**config.mk**
```make
export PLATFORM = sky130hd
export DESIGN_NAME = uart_tx
export DESIGN_NICKNAME = d
export VERILOG_FILES = /design/src/rtl/uart_tx_pkg.sv /design/src/rtl/uart_tx_fifo.sv /design/src/rtl/uart_tx.sv
export SDC_FILE = /design/constraint.sdc
export NUM_CORES = 1
export LEC_CHECK = 0
export ABC_AREA = 0
export CAP_MARGIN = 30
export CORE_MARGIN = 2
export CORE_UTILIZATION = 47
export DETAILED_ROUTE_END_ITERATION = 10
export PLACE_DENSITY = 0.64
export SYNTH_ARGS = -nofsm -noshare
export SYNTH_HDL_FRONTEND = slang
export SYNTH_SLANG_ARGS = --single-unit
export TNS_END_PERCENT = 10
```
**constraint.sdc**
```tcl
create_clock -name clk_i -period 3.8 [get_ports clk_i]
set_input_delay 0.76 -clock clk_i [delete_from_list [all_inputs] [get_ports clk_i]]
set_output_delay 0.76 -clock clk_i [all_outputs]
set_load 0.02 [all_outputs]
```
**src/rtl/uart_tx_pkg.sv**
```systemverilog
// Shared constants for the UART transmitter: default baud divider, FIFO sizing
// and the FSM state encodings used by uart_tx.
package uart_tx_pkg;

    localparam int UART_TX_CLK_DIV = 104;
    localparam int UART_TX_FIFO_AW = 4;

    localparam logic [1:0] ST_IDLE  = 2'd0;
    localparam logic [1:0] ST_START = 2'd1;
    localparam logic [1:0] ST_DATA  = 2'd2;
    localparam logic [1:0] ST_STOP  = 2'd3;

endpackage

```
**src/rtl/uart_tx_fifo.sv**
```systemverilog
// Byte FIFO feeding the UART transmitter. The full and empty flags come from a
// registered occupancy count, so a push that sees full is dropped even if a pop happens in the same cycle.
module uart_tx_fifo
    import uart_tx_pkg::*;
#(
    parameter int AW = UART_TX_FIFO_AW
) (
    input  logic          clk,
    input  logic          rstn,
    input  logic          push,
    input  logic          pop,
    input  logic [7:0]    wdata,
    output logic [7:0]    rdata,
    output logic          full,
    output logic          empty,
    output logic [AW:0]   count
);

    localparam logic [AW:0] DEPTH = {1'b1, {AW{1'b0}}};

    logic [7:0]    mem [2**AW];
    logic [AW-1:0] wr_ptr;
    logic [AW-1:0] rd_ptr;
    logic [AW:0]   cnt;
    logic          do_push;
    logic          do_pop;

    assign full    = (cnt == DEPTH);
    assign empty   = (cnt == '0);
    assign count   = cnt;
    assign rdata   = mem[rd_ptr];
    assign do_push = rstn && push && !full;
    assign do_pop  = rstn && pop && !empty;

    always_ff @(posedge clk) begin
        if (!rstn) begin
            wr_ptr <= '0;
            rd_ptr <= '0;
            cnt    <= '0;
        end else begin
            if (do_push) wr_ptr <= wr_ptr + AW'(1);
            if (do_pop)  rd_ptr <= rd_ptr + AW'(1);
            case ({do_push, do_pop})
                2'b10:   cnt <= cnt + (AW+1)'(1);
                2'b01:   cnt <= cnt - (AW+1)'(1);
                default: cnt <= cnt;
            endcase
        end
    end

    // Storage carries no reset; reset empties the FIFO by clearing pointers and count.
    always_ff @(posedge clk) begin
        if (do_push) mem[wr_ptr] <= wdata;
    end

endmodule

```
**src/rtl/uart_tx.sv**
```systemverilog
// UART transmitter: 8N1 frames, CLK_DIV clocks per bit, fed from a small FIFO.
// Stop-to-start transitions pop the next byte directly so queued frames run back-to-back.
module uart_tx
    import uart_tx_pkg::*;
#(
    parameter int CLK_DIV = UART_TX_CLK_DIV,
    parameter int FIFO_AW = UART_TX_FIFO_AW
) (
    input  logic       clk_i,
    input  logic       rstn_i,
    input  logic [7:0] rx_i,
    input  logic       rx_i_v,
    output logic       full_o,
    output logic       ovf_o,
    output logic       busy_o,
    output logic       tx_o
);

    localparam logic [15:0] BAUD_LAST = 16'(CLK_DIV - 1);

    logic [1:0]         state;
    logic [15:0]        baud_cnt;
    logic [2:0]         bit_idx;
    logic [7:0]         shift;
    logic               baud_end;
    logic               fifo_pop;
    logic               fifo_empty;
    logic [7:0]         fifo_rdata;
    logic [FIFO_AW:0]   fifo_count;

    uart_tx_fifo #(
        .AW(FIFO_AW)
    ) u_fifo (
        .clk   (clk_i),
        .rstn  (rstn_i),
        .push  (rx_i_v),
        .pop   (fifo_pop),
        .wdata (rx_i),
        .rdata (fifo_rdata),
        .full  (full_o),
        .empty (fifo_empty),
        .count (fifo_count)
    );

    assign baud_end = (baud_cnt == BAUD_LAST);
    assign fifo_pop = !fifo_empty && ((state == ST_IDLE) || (state == ST_STOP && baud_end));

    always_ff @(posedge clk_i) begin
        if (!rstn_i) begin
            state    <= ST_IDLE;
            baud_cnt <= '0;
            bit_idx  <= '0;
            shift    <= '0;
        end else begin
            case (state)
                ST_IDLE: begin
                    if (fifo_pop) begin
                        shift    <= fifo_rdata;
                        baud_cnt <= '0;
                        state    <= ST_START;
                    end
                end
                ST_START: begin
                    if (baud_end) begin
                        baud_cnt <= '0;
                        bit_idx  <= '0;
                        state    <= ST_DATA;
                    end else begin
                        baud_cnt <= baud_cnt + 16'd1;
                    end
                end
                ST_DATA: begin
                    if (baud_end) begin
                        baud_cnt <= '0;
                        shift    <= {1'b0, shift[7:1]};
                        bit_idx  <= bit_idx + 3'd1;
                        if (bit_idx == 3'd7) state <= ST_STOP;
                    end else begin
                        baud_cnt <= baud_cnt + 16'd1;
                    end
                end
                ST_STOP: begin
                    if (baud_end) begin
                        baud_cnt <= '0;
                        if (fifo_pop) begin
                            shift <= fifo_rdata;
                            state <= ST_START;
                        end else begin
                            state <= ST_IDLE;
                        end
                    end else begin
                        baud_cnt <= baud_cnt + 16'd1;
                    end
                end
                default: state <= ST_IDLE;
            endcase
        end
    end

    // Line and status are registered from the current state, so the line trails the FSM by one clock.
    always_ff @(posedge clk_i) begin
        if (!rstn_i) begin
            tx_o   <= 1'b1;
            busy_o <= 1'b0;
            ovf_o  <= 1'b0;
        end else begin
            case (state)
                ST_START: tx_o <= 1'b0;
                ST_DATA:  tx_o <= shift[0];
                default:  tx_o <= 1'b1;
            endcase
            busy_o <= (state != ST_IDLE) || (fifo_count != '0);
            ovf_o  <= rx_i_v && full_o;
        end
    end

endmodule

```
# After elaboration in Yosys (flattened, before gate mapping)
# Memories as Yosys holds them, arrays and structs flattened. A register that Yosys moved wholly into a read port is not among the register bits.
# Index checks and enable logic that the tools add are counted.
# totals
mem_bits_rw,128
output_inout_bits,4
memories,1
reg_bits,45
# classes
reduce_logical,22
addsub,6
mux,23
eq_ne,13
# memory_table
memory,words,width,read_ports,rd_ports_with_merged_regs,write_ports,line_no,rtl
u_fifo.mem,16,8,1,1,1,uart_tx_fifo.sv:21,logic [7:0] mem [2**AW];
# op_table
op,n
16-bit two-way mux,2
16-bit one-hot mux with 2 select lines,1
8-bit two-way mux,3
8-bit one-hot mux with 3 select lines,1
16-bit by 1-bit adder with 16-bit output (second input constant),1
16-bit by 7-bit equality test with 1-bit output (second input constant),1
2-bit two-way mux,5
5-bit one-hot mux with 2 select lines,1
4-bit by 1-bit adder with 4-bit output (second input constant),2
4-bit two-way mux,2
2-bit != test (second input constant),4
2-bit one-hot mux with 4 select lines,1
1-bit logical AND,7
2-bit equality test (second input constant),3
3-bit two-way mux,2
3-bit one-hot mux with 2 select lines,1
3-bit AND reduction,2
2-bit nonzero test,3
5-bit by 1-bit adder with 5-bit output (second input constant),1
5-bit equality test (second input constant),1
5-bit logical NOT,1
5-bit AND reduction,1
5-bit nonzero test,1
5-bit by 1-bit subtractor with 5-bit output (second input constant),1
other kinds (11),16

# Longest topological paths before layout
# Gate-level depths: netlist of the first run.
# depth
ltp_word,8
ltp_mapped,15
ltp_nobuf,14

# Hierarchy
# From an unflattened synthesis of the first run, not the netlist that was laid out.
# hier_totals
hier_cells,512
hier_area_um2,7729.9
# modules_own_cells
module,area_per_inst_um2,cells_per_inst,n_inst,seq_area_each_um2
uart_tx_fifo,5979.5,311,1,4184.0
uart_tx,1750.4,201,1,640.6

# Worst setup path after synthesis of the first run
# Ideal clock, no wire load.
# synth_path
path_kind,input-to-reg
startpoint,input port rstn_i
endpoint,register u_fifo.cnt[2] (netlist: u_fifo.count[2])
arrival_ns,2.919
setup_time_ns,0.128
slack_ns,0.754
path_stages,13
path_cell_list,clkbuf_1 inv_1 clkbuf_1 nor2_1 ha_1 clkbuf_1 xor2_1 ha_1 a31o_2 a41oi_1 mux2i_1 xnor2_1 nor2_1
# synth_via
elab_chain_len,4
elab_cells_between_ends,8
classes_between,eq/ne (2); mux (1); reduce/logical (5)
# synth_lines
element,line_no,rtl
start: declaration,uart_tx.sv:10,"input logic rstn_i,"
1-bit logical AND (*) (2 in a row),uart_tx_fifo.sv:33,assign do_pop = rstn && pop && !empty;
named net u_fifo.do_pop,uart_tx_fifo.sv:26,logic do_pop;
2-bit by 1-bit equality test with 1-bit output or 2-bit equality test (tied branches),uart_tx_fifo.sv:43,"case ({do_push, do_pop})"
5-bit one-hot mux with 2 select lines or 2-bit nonzero test (tied branches),-,
end signal: assignment,uart_tx_fifo.sv:44,2'b10: cnt <= cnt + (AW+1)'(1);
end signal: assignment,uart_tx_fifo.sv:45,2'b01: cnt <= cnt - (AW+1)'(1);
end signal: assignment,uart_tx_fifo.sv:46,default: cnt <= cnt;
end: declaration,uart_tx_fifo.sv:24,logic [AW:0] cnt;
# Mark *: on every way through the listed nets, which the timed path passes. The rest lies on a longest branch.
# A chain may end at the register's enable or synchronous reset.

# Worst setup path in the final report of the first run
# layout_path
startpoint,register baud_cnt[0]
endpoint,register u_fifo.cnt[2] (netlist: u_fifo.count[2])
# layout_via
elab_chain_len,8
elab_cells_between_ends,10
classes_between,eq/ne (3); mux (1); reduce/logical (6)
# layout_lines
element,line_no,rtl
start: declaration,uart_tx.sv:22,logic [15:0] baud_cnt;
start signal: assignment,uart_tx.sv:69,baud_cnt <= baud_cnt + 16'd1;
start signal: assignment,uart_tx.sv:79,baud_cnt <= baud_cnt + 16'd1;
start signal: assignment,uart_tx.sv:92,baud_cnt <= baud_cnt + 16'd1;
16-bit by 7-bit equality test with 1-bit output (*),uart_tx.sv:45,assign baud_end = (baud_cnt == BAUD_LAST);
1-bit logical AND (*),uart_tx.sv:46,assign fifo_pop = !fifo_empty && ((state == ST_IDLE) || (state == ST_STOP && baud_end));
1-bit logical OR (*),uart_tx.sv:46,
1-bit logical AND (*),uart_tx.sv:46,
1-bit logical AND (*) (2 in a row),uart_tx_fifo.sv:33,
named net u_fifo.do_pop,uart_tx_fifo.sv:26,
2-bit by 1-bit equality test with 1-bit output or 2-bit equality test (tied branches),uart_tx_fifo.sv:43,
5-bit one-hot mux with 2 select lines or 2-bit nonzero test (tied branches),-,
# Marks and branches as above.

==> summary.md, run 1 <==
| Metric | Value |
|---|---|
| Worst-path fanout max | 9 |
| FP Rows | 46 |
| Total setup buffers inserted after CTS | 0 |
| Post-synthesis cell area | roughly 7500 µm² |
| RePlAce Congestion | around 0.8 |
| ANT nets after route | 0 |
| First DRT Iteration DRCs | between 400 and 500 |
| Crit share post-route | between 80% and 90% |
| Yosys reg bits | 177 |
| Largest net degree at the start of global routing | 33 |
| DR WL/cell | between 15 and 20 µm |
| Vias in the first global route | 4349 |
| Detailed-route vias per instance | 5.61 |
| Die Width | about 130 µm |
| Post-synth top flop | edfxtp_1 |
| Dpl hpwl | around 9400 µm |
| Clk_lat worst skew | between 0.4 and 0.5 ns |
| CTS max path bufs | 2 |
| DR DRC count | 0 |
| Worst setup EP type | flop |
| Fin nets | 589 |
| IO Count | 15 |
| # setup viols final | 0 |
| Asr flop ratio synth | 0% |
| Final hold slack | roughly 0.48 ns |
| Post-synth top area cell | edfxtp_1 |
| Status | completed |
| CORE AREA | approximately 16000 µm² |
| Power density over cell area | 617 nW/µm² |
| Root buf cell | clkbuf_16 |
| Hold crit path type | reg2reg |
| GR Util All Layers | approximately a fifth |
| ANT cells | 0 |
| Final TNS setup | 0 ns |
| Storage cell area | around 4800 µm² |
| Cells after Synth | about 540 |
| Yosys cell types | 58 |
| Layout cells sized above 1 | between 15 and 20% |
| DIE AREA | roughly 17000 µm² |
| Count leader, synth | edfxtp_1 |
| Syn Area/Cell | about 14 µm² |
| CTS tree | done |
| GRT Residual Overflow | 0 |
| Maximum vdd drop | 0.455 mV |
| CTS Sinks | roughly 180 |
| Antenna violations before repair | 0 |
| Ranking of synthesized cells by area | edfxtp_1 (51%), dfxtp_1 (13%), mux4_2 (7.5%) |
| CTS Buf Count | 17 |
| First-pass GRT wire length | roughly 24000 µm |
| Final Hold Viols | 0 |
| Post-layout min period | between 3 and 4 ns |
| Max cap viols | 0 |
| Yosys top cell area share | approximately half |
| Startpoint Class | flop |
| Setup repair after global routing missed its margin | false |
| Clock Skew | 0.0139 ns |
| Chip height | roughly 130 µm |
| Commonest cells in the synthesized netlist | edfxtp_1 (128), dfxtp_1 (49), nor2_1 (49), nand2_1 (35), mux2i_1 (29) |
| Critical path type | reg2reg |
| Number of warnings issued by yosys | 0 |
| Post-CTS resize count | 0 |
| Vias | ~4400 |
| Data required, critical path | just over 4 ns |
| Initial Utilization | between 40% and 50% |
| H-tree depth | 4 |
| Hold_buf cts | 0 |
| Leak pwr | 2.82 nW |
| Number of port buffers | 14 |
| Syn_nets | ~560 |
| Reg clk slew, reported paths | 0.07 ns |
| CP arrival | ~3.4 ns |
| Area of the multi-input gates | ~2500 µm² |
| Worst slew pin tran | between 0.9 and 1 ns |
| Area Overhead vs Synth | 13.4% |
| Total Power | between 5 and 6 mW |
| Maximum clock frequency | ~320 MHz |
| Number of fill cells | approximately 1300 |
| Rel. slew slack | between 30% and 40% |
| Post-synth EDFFs | around 130 |
| 1st-pass router iterations | 5 |
| Final slew viol count | 0 |
| Sequential area share after synthesis | 64.2% |
| Drt total wl | around 15000 µm |
## power breakdown
part | internal, mW | total [mW] | leakage [nW] | switching, mW
sequential | 2.18 | 2.29 | 1.55 | 0.118
combinational | 0.525 | 1.30 | 0.992 | 0.774
clock | 0.865 | 1.66 | 0.273 | 0.795
## path summary, 6_finish.rpt
path	startpoint	endpoint	slack, ns	cells after the start
worst min register to register	bit_idx[0]$_SDFFE_PN0P_	bit_idx[0]$_SDFFE_PN0P_	0.48	2
worst max register to register	baud_cnt[0]$_SDFFE_PN0N_	u_fifo.count[2]$_SDFFE_PN0P_	0.67	14
worst max-delay path	baud_cnt[0]$_SDFFE_PN0N_	u_fifo.count[2]$_SDFFE_PN0P_	0.67	14
worst min-delay path	bit_idx[0]$_SDFFE_PN0P_	bit_idx[0]$_SDFFE_PN0P_	0.48	2
## cell usage in the layout, fill, tap and decap left out, types with 7 or more instances in the layout
cell type,Yosys,layout
ha_1,14,14
xor2_1,9,9
mux4_2,25,25
edfxtp_1,128,128
nor2_1,49,49
nor3_1,13,13
clkbuf_16,0,17
nand2_1,35,35
mux2i_1,29,29
and3_1,7,7
o311a_1,7,7
nand3_1,14,14
dfxtp_1,49,48
o21ai_0,20,20
inv_1,9,9
o2111ai_1,7,7
a21oi_1,27,27
buf_4,3,26
clkdlybuf4s50_1,0,14
## state kept, by name (all words and copies together), names as in the netlist, named ones only
| signal | cells |
|---|---|
| u_fifo.mem | 128 |
| baud_cnt | 16 |
| shift | 8 |
| u_fifo.count | 5 |
| u_fifo.rd_ptr | 4 |
| u_fifo.wr_ptr | 4 |
| bit_idx | 3 |
| state | 2 |
| busy_o | 1 |
| ovf_o | 1 |
| tx_o | 1 |
## logic make-up after synthesis
group,count (synthesis),synth area share [%]
AND/OR/NAND/NOR,154,10.2
AO/OA/AOI/OAI,84,7.71
multiplexers,55,11.5
buffers and inverters,42,2.61
adder cells (fa/ha/maj),14,2.33
flip-flops,177,64.2
XOR/XNOR,12,1.40
## per-stage QoR
stage / std cells / utilization, % / setup WS (ns) / cell area [µm²]
detailed placement: 761 / 50.5 / 0.525 / 7960
floorplan: 538 / - / 0.754 / 7510
global placement: 760 / 50.4 / 0.607 / 7950
finish: 792 / 54.0 / 0.666 / 8520
CTS: 792 / 54.0 / 0.667 / 8520
global route: 792 / 54.0 / 0.445 / 8520
## critical path: stages, from the launching register on
cell,delay (ns)
dfxtp_1,0.37
ha_1,0.23
and4_1,0.23
and4_1,0.23
a21o_1,0.19
nand2_2,0.11
nor2_1,0.12
ha_1,0.33
xor2_1,0.12
ha_1,0.22
a31o_2,0.22
a41oi_1,0.19
mux2i_1,0.25
xnor2_1,0.14
nor2_1,0.06
## final cells by class
class | count | area share [%]
Sequential cell | 177 | 56.7
Multi-Input combinational cell | 319 | 29.3
Clock buffer | 17 | 4.99
Timing Repair Buffer | 40 | 3.94
Tap cell | 216 | 3.17
Clock inverter | 14 | 1.57
Inverter | 9 | 0.397
## metal layers
metal / share of wire [%] / routed length [µm] / GRT usage [%]
met1: 45 / 6730 / 25.7
met3: 4.1 / 618 / 4.03
met2: 49 / 7370 / 31.4
met4: 1.6 / 239 / 6.70
met5: 0 / 0 / 0
Power figures use the tool's default switching activity.
==> inputs of run 2 (changes only) <==
==> constraint.sdc (replaced) <==
create_clock -name clk_i -period 3.2 [get_ports clk_i]
set_input_delay 0.64 -clock clk_i [delete_from_list [all_inputs] [get_ports clk_i]]
set_output_delay 0.64 -clock clk_i [all_outputs]
set_load 0.02 [all_outputs]
==> run 2 against run 1 <==
  * Core utilization increased by 0.46 points
  * Register-to-register slack got worse by 0.48 ns
  * Count of clock-buffer cells in the layout increased by 1
  * First-iteration DRC count decreased by 26%
  * Setup slack got worse by 0.48 ns
  * Sequential share of layout area decreased by 0.48 points
  * Maximum frequency increased by 4.0%
  * Global-route usage decreased by 0.073 points
  * Non-clock buffer count increased by 2
  * Wire length increased by 0.77%
  * Sequential cell count unchanged
  * Largest cell class unchanged
==> summary.md, run 2 (synthesized netlist as in run 1, its figures left out) <==
| Metric | Value |
|---|---|
| Status | completed |
| RePlAce Congestion | about 0.78 |
| Leak pwr | ~2.8 nW |
| CP Cell Sequence | ha_2, and4_1, and4_1, a21o_1, nand2_2, nor2_4, ha_4, xor2_1, ha_1, a31o_2, a41oi_1, mux2i_1, xnor2_1, nor2_1 |
| Placed cell areas | 7970 µm² |
| Area Overhead vs Synth | 14.3% |
| DR DRC count | 0 |
| Final TNS setup | 0 ns |
| CTS max path bufs | 2 |
| DR WL/cell | approximately 19 µm |
| Vias | roughly 4400 |
| Number of fill cells | approximately 1300 |
| 1st-pass router iterations | 5 |
| H-tree depth | 4 |
| Die Width | between 100 and 150 µm |
| Final Hold Viols | 0 |
| Worst setup EP type | flop |
| # setup viols final | 0 |
| Max cap viols | 0 |
| Clk_lat worst skew | 0.43 ns |
| Most used cell, CP | and4_1 |
| CTS Buf Count | 17 |
| Util after Layout | between 50% and 60% |
| Initial Utilization | ~48% |
| Setup repair after global routing missed its margin | false |
| Maximum clock frequency | 332 MHz |
| Maximum vdd drop | roughly 0.47 mV |
| Met3 usage | 3.95% |
| Worst-path fanout max | 9 |
| Design area | about 8600 µm² |
| Detailed-route vias per instance | 5.60 |
| Total setup buffers inserted after CTS | 0 |
| Fin nets | approximately 590 |
| Dpl ws | 0.0524 ns |
| CTS Sinks | roughly 180 |
| Drt total wl | about 15000 µm |
| Reg clk slew, reported paths | about 0.07 ns |
| IO Count | 15 |
| Hold crit path type | reg2reg |
| DIE AREA | 17000 µm² |
| First-pass GRT wire length | ~24000 µm |
| Post-layout min period | roughly 3.0 ns |
| Data required, critical path | about 3.5 ns |
| CP arrival | ~3.3 ns |
| Top Registers | u_fifo.mem: 128 flops, baud_cnt: 16 flops, shift: 8 flops |
| Hold_buf cts | 0 |
| Global route hottest layer | met2 |
| Chip height | around 130 µm |
| CTS tree | done |
| Max incr delay on CP | approximately 0.37 ns |
| CORE AREA | 15800 µm² |
| Dpl hpwl | around 9600 µm |
| Crit share post-route | 94.2% |
| Most common cell after layout, fill and taps aside | edfxtp_1 |
| Critical path type | reg2reg |
| GR Util All Layers | between 10% and 20% |
| Clock Skew | approximately 0.0090 ns |
| GRT Residual Overflow | 0 |
| Max FFs per register | 128 |
| Antenna violations before repair | 0 |
| Power density over cell area | roughly 740 nW/µm² |
| Final slew viol count | 0 |
| Top Family by Delay on Critical Path | simple AND/OR/NAND/NOR gates |
| Slowest cell on the critical path | dfxtp_1 |
| Number of port buffers | 14 |
| Root buf cell | clkbuf_16 |
| M1 GR Usage | between 20% and 30% |
| Grt met2 use | approximately a third |
| Layout cells sized above 1 | 17.6% |
| Startpoint Class | flop |
| FP Rows | 46 |
| ANT cells | 0 |
| ANT nets after route | 0 |
| Largest net degree at the start of global routing | 33 |
| Vias in the first global route | ~4300 |
| Rel. slew slack | 32.3% |
| Setup WS post-layout | around 0.19 ns |
| First DRT Iteration DRCs | 310 |
| Critical path buffer and inverter count | 0 |
| Worst slew pin tran | 1.00 ns |
| Biggest register | u_fifo.mem |
| Most frequent cells in the layout | edfxtp_1 (128), nor2_1 (48), dfxtp_1 (48), nand2_1 (35), mux2i_1 (29) |
-- run 2: metrics by stage --
stage               total power, mW  instances  hold WS [ns]
floorplan                      3.96        538         0.439
global placement               4.25        763         0.455
detailed placement             4.31        763         0.472
CTS                            6.36        795         0.482
global route                   6.69        795         0.522
finish                         6.36        795         0.482
-- run 2: timing repair --
action                                 CTS  global route
endpoints found under the hold margin    0             0
setup endpoints to repair                0             2
resized for setup                        0             5
-- run 2: path summary, 6_finish.rpt --
kind	startpoint	endpoint	slack [ns]	cells past startpoint
worst max-delay path	baud_cnt[0]$_SDFFE_PN0N_	u_fifo.count[2]$_SDFFE_PN0P_	0.19	14
worst max register to register	baud_cnt[0]$_SDFFE_PN0N_	u_fifo.count[2]$_SDFFE_PN0P_	0.19	14
worst min-delay path	bit_idx[0]$_SDFFE_PN0P_	bit_idx[0]$_SDFFE_PN0P_	0.48	2
worst min register to register	bit_idx[0]$_SDFFE_PN0P_	bit_idx[0]$_SDFFE_PN0P_	0.48	2
-- run 2: final cells by class --
class / instances / area [µm²] / share of cell area [%]
Clock buffer: 18 / 429 / 5.00
Sequential cell: 177 / 4830 / 56.2
Multi-Input combinational cell: 319 / 2520 / 29.3
Clock inverter: 14 / 165 / 1.92
Tap cell: 216 / 270 / 3.15
Timing Repair Buffer: 42 / 350 / 4.08
Inverter: 9 / 33.8 / 0.393
-- run 2: worst min-delay path, delay by kind of cell, from the launching register on --
family | cells | cell delay, ns
flip-flops | 1 | 0.33
AND/OR/NAND/NOR | 1 | 0.06
AO/OA/AOI/OAI | 1 | 0.05
-- run 2: per-layer routing --
metal	wire length (µm)	up-vias
li1	-	2102
met1	6600	2230
met2	7740	106
met3	526	11
met4	206	0
met5	0	-
-- run 2: power breakdown --
| part | internal (mW) | switching (mW) |
|---|---|---|
| clock network | 1.11 | 0.952 |
| registers | 2.58 | 0.112 |
| logic | 0.638 | 0.960 |
| total | 4.34 | 2.02 |
